[src/rtl/mycpu_id_stage.sv]
// Instruction-decode stage: holds one fetched instruction and requests a fetch redirect for taken BEQ/BNE/J.
// Optional feature: define MYCPU_ID_JR_EN to also redirect on JR (target = rs value).
module mycpu_id_stage #(
    parameter logic [31:0] RESET_PC = 32'hbfc00000
) (
    input  logic        clk,
    input  logic        rst,
    input  logic        fs_to_ds_valid,
    input  logic [31:0] fs_pc,
    input  logic [31:0] inst_sram_rdata,
    output logic        ds_allowin,
    output logic [4:0]  rf_raddr1,
    output logic [4:0]  rf_raddr2,
    input  logic [31:0] rf_rdata1,
    input  logic [31:0] rf_rdata2,
    input  logic        es_allowin,
    output logic        ds_to_es_valid,
    output logic [31:0] ds_pc,
    output logic [31:0] ds_inst,
    output logic        jen,
    output logic [31:0] offset,
    output logic [1:0]  state_dbg
);

    typedef enum logic [1:0] {
        S_EMPTY = 2'd0,
        S_HOLD  = 2'd1,
        S_REDIR = 2'd2
    } state_t;

    state_t state;

    // Handshake: an instruction moves from fetch when fs_to_ds_valid && ds_allowin,
    // and leaves toward execute when ds_to_es_valid && es_allowin.
    logic capture;
    logic leave;

    assign ds_allowin     = (state == S_EMPTY) || es_allowin;
    assign ds_to_es_valid = (state != S_EMPTY);
    assign capture        = fs_to_ds_valid && ds_allowin;
    assign leave          = ds_to_es_valid && es_allowin;
    assign state_dbg      = state;

    assign rf_raddr1 = ds_inst[25:21];
    assign rf_raddr2 = ds_inst[20:16];

    logic [5:0]  op;
    logic [31:0] pc_plus4;
    logic [31:0] br_target;
    logic [31:0] j_target;
    logic        is_beq;
    logic        is_bne;
    logic        is_j;
    logic        taken;
    logic [31:0] target;

    assign op        = ds_inst[31:26];
    assign pc_plus4  = ds_pc + 32'd4;
    assign br_target = pc_plus4 + {{14{ds_inst[15]}}, ds_inst[15:0], 2'b00};
    assign j_target  = {pc_plus4[31:28], ds_inst[25:0], 2'b00};
    assign is_beq    = (op == 6'b000100);
    assign is_bne    = (op == 6'b000101);
    assign is_j      = (op == 6'b000010);

`ifdef MYCPU_ID_JR_EN
    logic is_jr;
    assign is_jr = (op == 6'b000000) && (ds_inst[5:0] == 6'b001000);

    always_comb begin
        taken  = 1'b0;
        target = br_target;
        if (is_beq) begin
            taken = (rf_rdata1 == rf_rdata2);
        end else if (is_bne) begin
            taken = (rf_rdata1 != rf_rdata2);
        end else if (is_j) begin
            taken  = 1'b1;
            target = j_target;
        end else if (is_jr) begin
            taken  = 1'b1;
            target = rf_rdata1;
        end
    end
`else
    always_comb begin
        taken  = 1'b0;
        target = br_target;
        if (is_beq) begin
            taken = (rf_rdata1 == rf_rdata2);
        end else if (is_bne) begin
            taken = (rf_rdata1 != rf_rdata2);
        end else if (is_j) begin
            taken  = 1'b1;
            target = j_target;
        end
    end
`endif

    // Offset is relative to the fetch unit's current PC, not the branch's own PC.
    assign jen    = (state == S_HOLD) && taken;
    assign offset = jen ? (target - fs_pc) : 32'd0;

    always_ff @(posedge clk) begin
        if (!rst) begin
            state   <= S_EMPTY;
            ds_pc   <= RESET_PC;
            ds_inst <= 32'd0;
        end else if (capture) begin
            state   <= S_HOLD;
            ds_pc   <= fs_pc;
            ds_inst <= inst_sram_rdata;
        end else if (leave) begin
            state <= S_EMPTY;
        end else if (jen) begin
            state <= S_REDIR;
        end
    end

endmodule

[config.mk]
export PLATFORM = sky130hd
export DESIGN_NAME = mycpu_id_stage
export DESIGN_NICKNAME = d
export VERILOG_FILES = /design/src/rtl/mycpu_id_stage.sv
export SDC_FILE = /design/constraint.sdc
export NUM_CORES = 1
export LEC_CHECK = 0
export CORE_MARGIN = 2
export CORE_UTILIZATION = 45
export DETAILED_ROUTE_END_ITERATION = 8
export DONT_BUFFER_PORTS = 1
export GPL_TIMING_DRIVEN = 0
export PLACE_DENSITY_LB_ADDON = 0.05
export SLEW_MARGIN = 0
export SYNTH_ARGS = -nofsm -noshare
export SYNTH_HDL_FRONTEND = slang
export SYNTH_SLANG_ARGS = --single-unit
[constraint.sdc]
create_clock -name clk -period 7.08 [get_ports clk]
set_input_delay 1.416 -clock clk [delete_from_list [all_inputs] [get_ports clk]]
set_output_delay 1.416 -clock clk [all_outputs]
set_load 0.02 [all_outputs]
# After elaboration in Yosys (flattened, before gate mapping)

Cells that the tools add are included.
W data, S select, Z words.

Output and inout port bits: 111
Input bits: 132
Register bits: 66

Reductions and logical operators: 8
$add $sub $neg: 3
Equality and inequality tests: 6
Mux-type cells: 10
Bitwise operators: 1

Operators with widths:

| cell                    | count |
|---|---|
| $mux W32                | 4 |
| $add A32 B3 Y32 const B | 1 |
| $add A32 B32 Y32        | 1 |
| $eq A32 B32 Y1          | 1 |
| $ne A32 B32 Y1          | 1 |
| $sub A32 B32 Y32        | 1 |
| $eq A6 B3 Y1 const B    | 2 |
| $eq A6 B2 Y1 const B    | 1 |
| $mux W1                 | 6 |
| $logic_and A1 B1 Y1     | 3 |
| $reduce_bool A3 Y1      | 1 |
| $reduce_or A3 Y1        | 1 |
| $eq A2 B1 Y1 const B    | 1 |
| $logic_not A2 Y1        | 1 |
| $reduce_bool A2 Y1      | 1 |
| $logic_or A1 B1 Y1      | 1 |
| $not A1 Y1              | 1 |

# Longest topological paths before layout

Gate-level depths: netlist of run 1.

Depth in word-level cells: 8
Mapped depth: 27
Mapped depth without buffers: 26

# Worst setup path after synthesis of run 1

No wires, ideal clock.

Path kind: reg-to-output
Start point: register ds_pc[4]
End point: output offset[31]
Arrival: 5.386 ns
Cell stages (with the launch flop): 26
Path slack: 0.278 ns
Path buffers: 1
Required time: 5.664 ns
Cell sequence: dfxtp_1 -> and4_1 -> and2_1 -> and4_1 -> buf_2 -> and2_1 -> nand4_1 -> xnor2_1 -> ha_1 -> a21o_1 -> a21o_1 -> a21o_1 -> a221o_1 -> a31o_2 -> a221oi_2 -> xor2_1 -> o21ai_0 -> ha_1 -> or2_2 -> a21o_1 -> nor4bb_1 -> a22o_1 -> a21oi_1 -> xnor2_1 -> or4_1 -> o21ai_1

Word-level cells in the longest chain between the ends: 7

RTL lines:

| what                     | line | text |
|---|---|---|
| start: declaration       | 18   | `output logic [31:0] ds_pc,` |
| start signal: assignment | 110  | `ds_pc <= fs_pc;` |
| $add A32 B3 Y32 (*)      | 58   | `assign pc_plus4 = ds_pc + 32'd4;` |
| $add A32 B32 Y32         | 59   | `assign br_target = pc_plus4 + {{14{ds_inst[15]}}, ds_inst[15:0], 2'b00};` |
| $mux W32                 | 92   | `end else if (is_j) begin` |
| $mux W32                 | 90   | `end else if (is_bne) begin` |
| $mux W32 (*)             | 88   | `if (is_beq) begin` |
| $sub A32 B32 Y32 (*)     | 101  | `assign offset = jen ? (target - fs_pc) : 32'd0;` |
| $mux W32 (*)             | 101  |  |
| end: declaration         | 21   | `output logic [31:0] offset,` |

Mark *: on every way between the ends. The rest lies on a longest branch, timed or not.

# Worst setup path after layout of run 1

Start point: register ds_pc[5]
End point: output offset[31]

Same word-level chain as after synthesis.

==> impl_metrics.py, run 1 <==
metrics = {
    "grt": {
        "grt_pass1_wl_mm": 38.6,
        "antenna_found_initial": 0,
        "grt_pass1_vias": 6953,
        "track_usage_pct": 28.4,
        "overflow": 0,
        "grt_max_degree": 24,
    },
    "final_layout": {
        "areaGrowthSynthToFinish_pct": 15.5,
        "fillers": 1625,
        "design_area_um2": 8400,
        "drive_gt1_share_pct": 12.6,
        "fin_cells": 1263,
        "nets": 1246,
        "diodes": 0,
    },
    "synth": {
        "yosys-top-cells-count": "nand2_1, nor2_1, xnor2_1, ha_1, dfxtp_1",
        "async_flop_share_pct": 0,
        "syn-num-nets": 1217,
        "synth_most_common_cell": "nand2_1",
        "synth_area_um2": 7270,
        "synthXorXnorAreaFrac_pct": 13.6,
        "yosysTopAreaCellShare_pct": 18.2,
        "ys_ff_latch": 66,
        "synth-edff-count": 0,
        "yosys.area.top_type": "dfxtp_1",
        "synth_simple_gate_area_share_pct": 23.9,
        "ys_types": 68,
        "synth_top_family_by_area": "compound AO/OA/AOI/OAI gates",
        "synth_compound_area_share_pct": 25.6,
        "seq_area_frac_synth_pct": 18.2,
        "syn_avg_cell_area_um2": 7.17,
        "synth_mux_area_share_pct": 0.275,
        "ys.flop_type": "dfxtp_1",
        "synth.area.top_cells": "dfxtp_1, ha_1, xnor2_1",
        "syn_inst": 1014,
        "synthAdderAreaFrac_pct": 12.4,
        "ys.warnings.count": 0,
    },
    "detailed_routing": {
        "postRouteAntennaNets": 0,
        "routed_wl_mm": 25.2,
        "drt-initial-drc-count": 429,
        "wl_per_cell_um": 20.0,
        "first_pass_iters": 5,
        "num_vias": 7275,
        "route.detailed.drc": 0,
        "viasPerCell": 5.76,
    },
    "cts": {
        "cts_sinks": 66,
        "h-tree-depth": 3,
        "clk_root_buffer_cell": "clkbuf_16",
        "cts_buffers": 9,
        "clk_pin_slew_ns": 0.05,
        "clockBufferDepth": 2,
        "clk_latency_ns": 0.35,
        "cts_tree": "done",
        "postCtsHoldBufs": 0,
    },
    "timing": {
        "rsz0062_at_grt": "true",
        "finalSetupViolations": 1,
        "final_max_slew_viol_count": 0,
        "fin_skew_ns": 0.00461,
        "fin_crit_sh_pct": 103,
        "setup_slack_ns": -0.190,
        "hold_violations": 0,
        "relSlewSlack_pct": 18.0,
        "tightest_slew_ns": 1.23,
        "max_freq_ghz": 0.138,
        "fin_crit_ns": 7.27,
    },
    "setup_path": {
        "rrSetupSlack_ns": 4.57,
        "r2r_end": "ds_inst[15]",
        "path_max_fanout": 6,
        "critPathLaunchType": "register",
        "required_ns": 5.66,
        "crit_type": "register to primary output",
        "cp.arrival_ns": 5.85,
        "worstSetupEndpointType": "primary output",
        "endpoint": "offset[31]",
        "reg2regPathDepth": 7,
        "rr_startpoint": "state_dbg[0]",
        "startpoint": "ds_pc[5]",
    },
    "floorplanning": {
        "num_rows": 46,
        "die_h_um": 131,
        "pin_count": 243,
        "fp.dieArea_um2": 17200,
        "dieWidth_um": 131,
        "start_util_pct": 45.9,
        "coreArea_um2": 15800,
    },
    "place": {
        "gp_congestion": 0.895,
        "dp_cells": 1230,
        "postPlaceCellArea_um2": 7540,
        "place.port_buffers": 0,
        "place.detailed.hpwl_mm": 20.0,
    },
    "outcome": {
        "violations": "negative setup slack",
        "status": "finished, violations left",
    },
    "pwr": {
        "p_leak_nw": 3.61,
        "power_per_cell_area_nw_per_um2": 208,
        "peakVddDrop_v": 0.000119,
    },
    "worst_hold_path": {
        "holdCritPathClass": "register to register",
    },
    "job": {
        "drv_cap": 0,
    },
}
what timing repair did:
item | in CTS | in global routing
buffers inserted | 12 | 9
endpoints found under the setup margin | 12 | 10
pin swaps | 22 | 23
cloned | 0 | 0
resized for setup | 69 | 28
worst max-delay path: stages (launching register included):
cell,delay (ns)
dfxtp_4,0.41
and4_1,0.23
and2_4,0.16
and4_1,0.23
buf_6,0.14
nand2_2,0.09
xnor2_1,0.16
ha_1,0.39
a21oi_2,0.24
and3_4,0.22
nand2_1,0.07
a221o_1,0.38
a31o_4,0.26
a221oi_2,0.24
xor2_1,0.21
o21ai_2,0.11
ha_1,0.32
or2_4,0.26
a21o_1,0.19
nor4bb_4,0.17
a22o_1,0.20
a21oi_2,0.17
xnor2_2,0.10
or4_4,0.44
o21ai_4,0.12
flip-flops by register name (all words and copies together), names as in the netlist:
register   flops
ds_inst       32
ds_pc         32
state_dbg      2
power breakdown:
| group | internal [mW] | total [mW] | switching, mW | leakage, nW |
|---|---|---|---|---|
| Combinational | 0.338 | 0.776 | 0.438 | 2.91 |
| Sequential | 0.395 | 0.465 | 0.0697 | 0.549 |
| Clock | 0.317 | 0.502 | 0.185 | 0.152 |
| Total | 1.05 | 1.74 | 0.693 | 3.61 |
worst min-delay path by stage:
stage           startpoint          end  slack [ns]  depth (start not counted)
6_report          ds_pc[6]     ds_pc[6]        0.55                          2
5_1_grt           ds_pc[7]     ds_pc[7]        0.56                          2
4_1_cts           ds_pc[6]     ds_pc[6]        0.55                          2
3_5_place_dp      ds_pc[1]     ds_pc[1]        0.58                          2
2_1_floorplan     ds_pc[1]     ds_pc[1]        0.55                          2
3_3_place_gp   ds_inst[30]  ds_inst[30]        0.57                          2
layer usage:
metal / routed length (um) / up-vias / part of all wire (%) / GRT usage, %
li1: - / 3577 / - / -
met1: 11000 / 3390 / 43 / 36.5
met2: 11600 / 280 / 46 / 46.9
met3: 2140 / 28 / 8.5 / 7.41
met4: 517 / 0 / 2.0 / 8.57
met5: 0 / - / 0 / 0
final cells by class:
type / count / area [um2] / share of cell area [%]
multi-input cells: 846 / 5870 / 69.9
flip-flops and latches: 66 / 1340 / 16.0
well taps: 216 / 270 / 3.22
plain buffers: 50 / 250 / 2.98
clock buffers: 11 / 243 / 2.89
inverters: 49 / 184 / 2.19
repair buffers: 21 / 158 / 1.88
clock inverters: 4 / 76.3 / 0.909
cells by family (layout without fill, tap and decap cells):
logic type	after synthesis	after routing
flip-flops	66	66
AO/OA/AOI/OAI	275	275
XOR/XNOR	113	113
adder cells (fa/ha/maj)	71	71
AND/OR/NAND/NOR	385	385
multiplexers	2	2
buffers and inverters	102	135
metrics by stage:
stage	setup WS [ns]	TNS (ns)	hold WS, ns	power, mW	utilization (%)
final	-0.190	-0.190	0.548	1.74	53.0
after global routing	-0.372	-0.939	0.564	1.84	53.0
after CTS	-0.102	-0.139	0.553	1.70	51.8
after detailed placement	-0.516	-1.47	0.577	1.14	47.7
after global placement	-0.512	-1.77	0.570	1.14	47.7
after floorplan	0.278	0	0.548	0.986	-
cell usage in the layout, fill, tap and decap left out, types with 5 or more instances in the layout:
| cell | instances |
|---|---|
| ha_4 | 8 |
| a31oi_1 | 10 |
| o21bai_1 | 5 |
| a21oi_1 | 54 |
| a21oi_2 | 13 |
| clkbuf_1 | 34 |
| nand2_1 | 178 |
| nand4_1 | 20 |
| ha_1 | 57 |
| a211oi_1 | 6 |
| clkbuf_16 | 9 |
| nor2_2 | 9 |
| xor2_1 | 34 |
| and3_1 | 8 |
| o21ai_1 | 5 |
| dfxtp_1 | 56 |
| nor3_1 | 5 |
| o211ai_1 | 14 |
| and4_1 | 5 |
| nor2_1 | 82 |
| nor2b_1 | 12 |
| a21boi_0 | 56 |
| o21ai_0 | 27 |
| buf_4 | 33 |
| a21o_1 | 39 |
| xnor2_1 | 74 |
| dfxtp_2 | 6 |
| nand2b_1 | 10 |
| inv_1 | 49 |
| nand3_1 | 21 |
(Power assumes the default switching activity.)
==> inputs of run 2 (changes only) <==
CTS_BUF_LIST = sky130_fd_sc_hd__clkbuf_8   (was not set)
==> run 2 against run 1 <==
  * The run still ends with negative setup slack left
  * Clock skew grew 0.0011 ns
  * Cell count is essentially flat
  * Wire length grew 0.40%
  * Clock power shrank 25%
  * Maximum frequency shrank 0.22%
  * Critical path depth is the same
  * Critical path type unchanged
  * Largest power group unchanged
==> impl_metrics.py, run 2 (same netlist as run 1, synthesis figures left out) <==
metrics = {
    "cts": {
        "clk_latency_ns": 0.37,
        "cts_buffers": 9,
        "clockBufferDepth": 2,
        "postCtsHoldBufs": 0,
        "cts_tree": "done",
        "cts_sinks": 66,
        "h-tree-depth": 3,
        "clk_pin_slew_ns": 0.07,
        "clk_root_buffer_cell": "clkbuf_8",
    },
    "setup_path": {
        "critPathLaunchType": "register",
        "reg2regPathDepth": 7,
        "required_ns": 5.66,
        "r2r_end": "ds_inst[15]",
        "endpoint": "offset[31]",
        "cp.arrival_ns": 5.87,
        "cp_cell_sequence": "and4_1 > and2_4 > and4_1 > buf_6 > nand2_2 > xnor2_1 > ha_1 > a21oi_2 > and3_4 > nand2_1 > a221o_1 > a31o_4 > a221oi_2 > xor2_1 > o21ai_2 > ha_1 > or2_4 > a21o_1 > nor4bb_4 > a22o_1 > a21oi_2 > xnor2_2 > or4_4 > o21ai_4",
        "crit_path_top_delay_cell": "or4_4",
        "worstSetupEndpointType": "primary output",
        "startpoint": "ds_pc[5]",
        "rr_startpoint": "state_dbg[0]",
        "crit_type": "register to primary output",
        "path_max_fanout": 6,
        "slowest_delay_ns": 0.44,
        "rrSetupSlack_ns": 4.56,
    },
    "place": {
        "place.port_buffers": 0,
        "dp_cells": 1230,
        "gp_congestion": 0.895,
        "place.detailed.hpwl_mm": 20.0,
        "postPlaceCellArea_um2": 7540,
    },
    "pwr": {
        "peakVddDrop_v": 0.000110,
        "power_per_cell_area_nw_per_um2": 196,
        "p_leak_nw": 3.56,
    },
    "final_layout": {
        "design_area_um2": 8290,
        "diodes": 0,
        "fin_cells": 1262,
        "seqCellArea_um2": 1340,
        "areaGrowthSynthToFinish_pct": 14.0,
        "multi_input_area_um2": 5870,
        "final_cell_mix": "nand2_1, nor2_1, xnor2_1",
        "drive_gt1_share_pct": 13.1,
        "final_common_cell": "nand2_1",
        "nets": 1245,
        "fillers": 1643,
    },
    "timing": {
        "rsz0062_at_grt": "true",
        "fin_skew_ns": 0.00571,
        "fin_crit_sh_pct": 103,
        "relSlewSlack_pct": 17.4,
        "max_freq_ghz": 0.137,
        "hold_violations": 0,
        "finalSetupViolations": 1,
        "fin_crit_ns": 7.29,
        "tightest_slew_ns": 1.24,
        "setup_slack_ns": -0.206,
        "tns_ns": -0.206,
        "final_max_slew_viol_count": 0,
    },
    "floorplanning": {
        "start_util_pct": 45.9,
        "dieWidth_um": 131,
        "coreArea_um2": 15800,
        "pin_count": 243,
        "die_h_um": 131,
        "num_rows": 46,
        "fp.dieArea_um2": 17200,
    },
    "job": {
        "drv_cap": 0,
    },
    "detailed_routing": {
        "viasPerCell": 5.75,
        "wl_per_cell_um": 20.1,
        "num_vias": 7256,
        "route.detailed.drc": 0,
        "drt-initial-drc-count": 381,
        "routed_wl_mm": 25.3,
        "postRouteAntennaNets": 0,
        "first_pass_iters": 4,
    },
    "outcome": {
        "status": "finished, violations left",
        "violations": "negative setup slack",
    },
    "grt": {
        "grt_pass1_vias": 6986,
        "antenna_found_initial": 0,
        "overflow": 0,
        "grt_pass1_wl_mm": 38.7,
        "track_usage_pct": 28.6,
        "grt_max_degree": 24,
    },
    "worst_hold_path": {
        "holdCritPathClass": "register to register",
        "min_from": "ds_pc[6]",
    },
}
-- run 2: metrics by stage --
step | hold WS (ns) | utilization [%] | worst slack, ns | total power [mW]
final | 0.553 | 52.4 | -0.206 | 1.62
after global routing | 0.568 | 52.4 | -0.418 | 1.73
after CTS | 0.557 | 51.3 | -0.151 | 1.59
after detailed placement | 0.577 | 47.7 | -0.516 | 1.14
after global placement | 0.570 | 47.7 | -0.512 | 1.14
after floorplan | 0.548 | - | 0.278 | 0.986
-- run 2: power by group --
group / switching [mW] / internal, mW
sequential: 0.0694 / 0.394
combinational: 0.442 / 0.341
clock: 0.171 / 0.205
total: 0.682 / 0.941
-- run 2: final cells by class --
cell class	count	share of cell area [%]
clock inverters	5	0.966
plain buffers	50	3.02
well taps	216	3.26
inverters	49	2.22
multi-input cells	846	70.9
clock buffers	10	1.66
flip-flops and latches	66	16.2
repair buffers	20	1.81
-- run 2: worst min-delay path by stage --
stage	endpoint	slack, ns	depth (start not counted)
2_1_floorplan	ds_pc[1]	0.55	2
3_3_place_gp	ds_inst[30]	0.57	2
3_5_place_dp	ds_pc[1]	0.58	2
4_1_cts	ds_pc[6]	0.56	2
5_1_grt	ds_pc[7]	0.57	2
6_report	ds_pc[6]	0.55	2
-- run 2: critical path: cells and delay by family, from the launching register on --
family	cells	cell delay [ns]
flops	1	0.42
fa+ha+maj	2	0.72
xor+xnor	3	0.46
simple gates	9	1.86
buf+inv	1	0.14
compound gates	9	1.92
-- run 2: per-layer routing --
metal | part of all wire (%) | vias up | global-route usage (%)
li1 | - | 3569 | -
met1 | 43 | 3387 | 36.6
met2 | 46 | 265 | 46.9
met3 | 8.9 | 35 | 7.45
met4 | 2.2 | 0 | 9.84
met5 | 0 | - | 0
-- run 2: what timing repair did --
item                       in CTS  in global routing
setup endpoints to repair      12                 12
pin swaps                      25                 21
resized for setup              73                 29
buffers inserted               13                  7
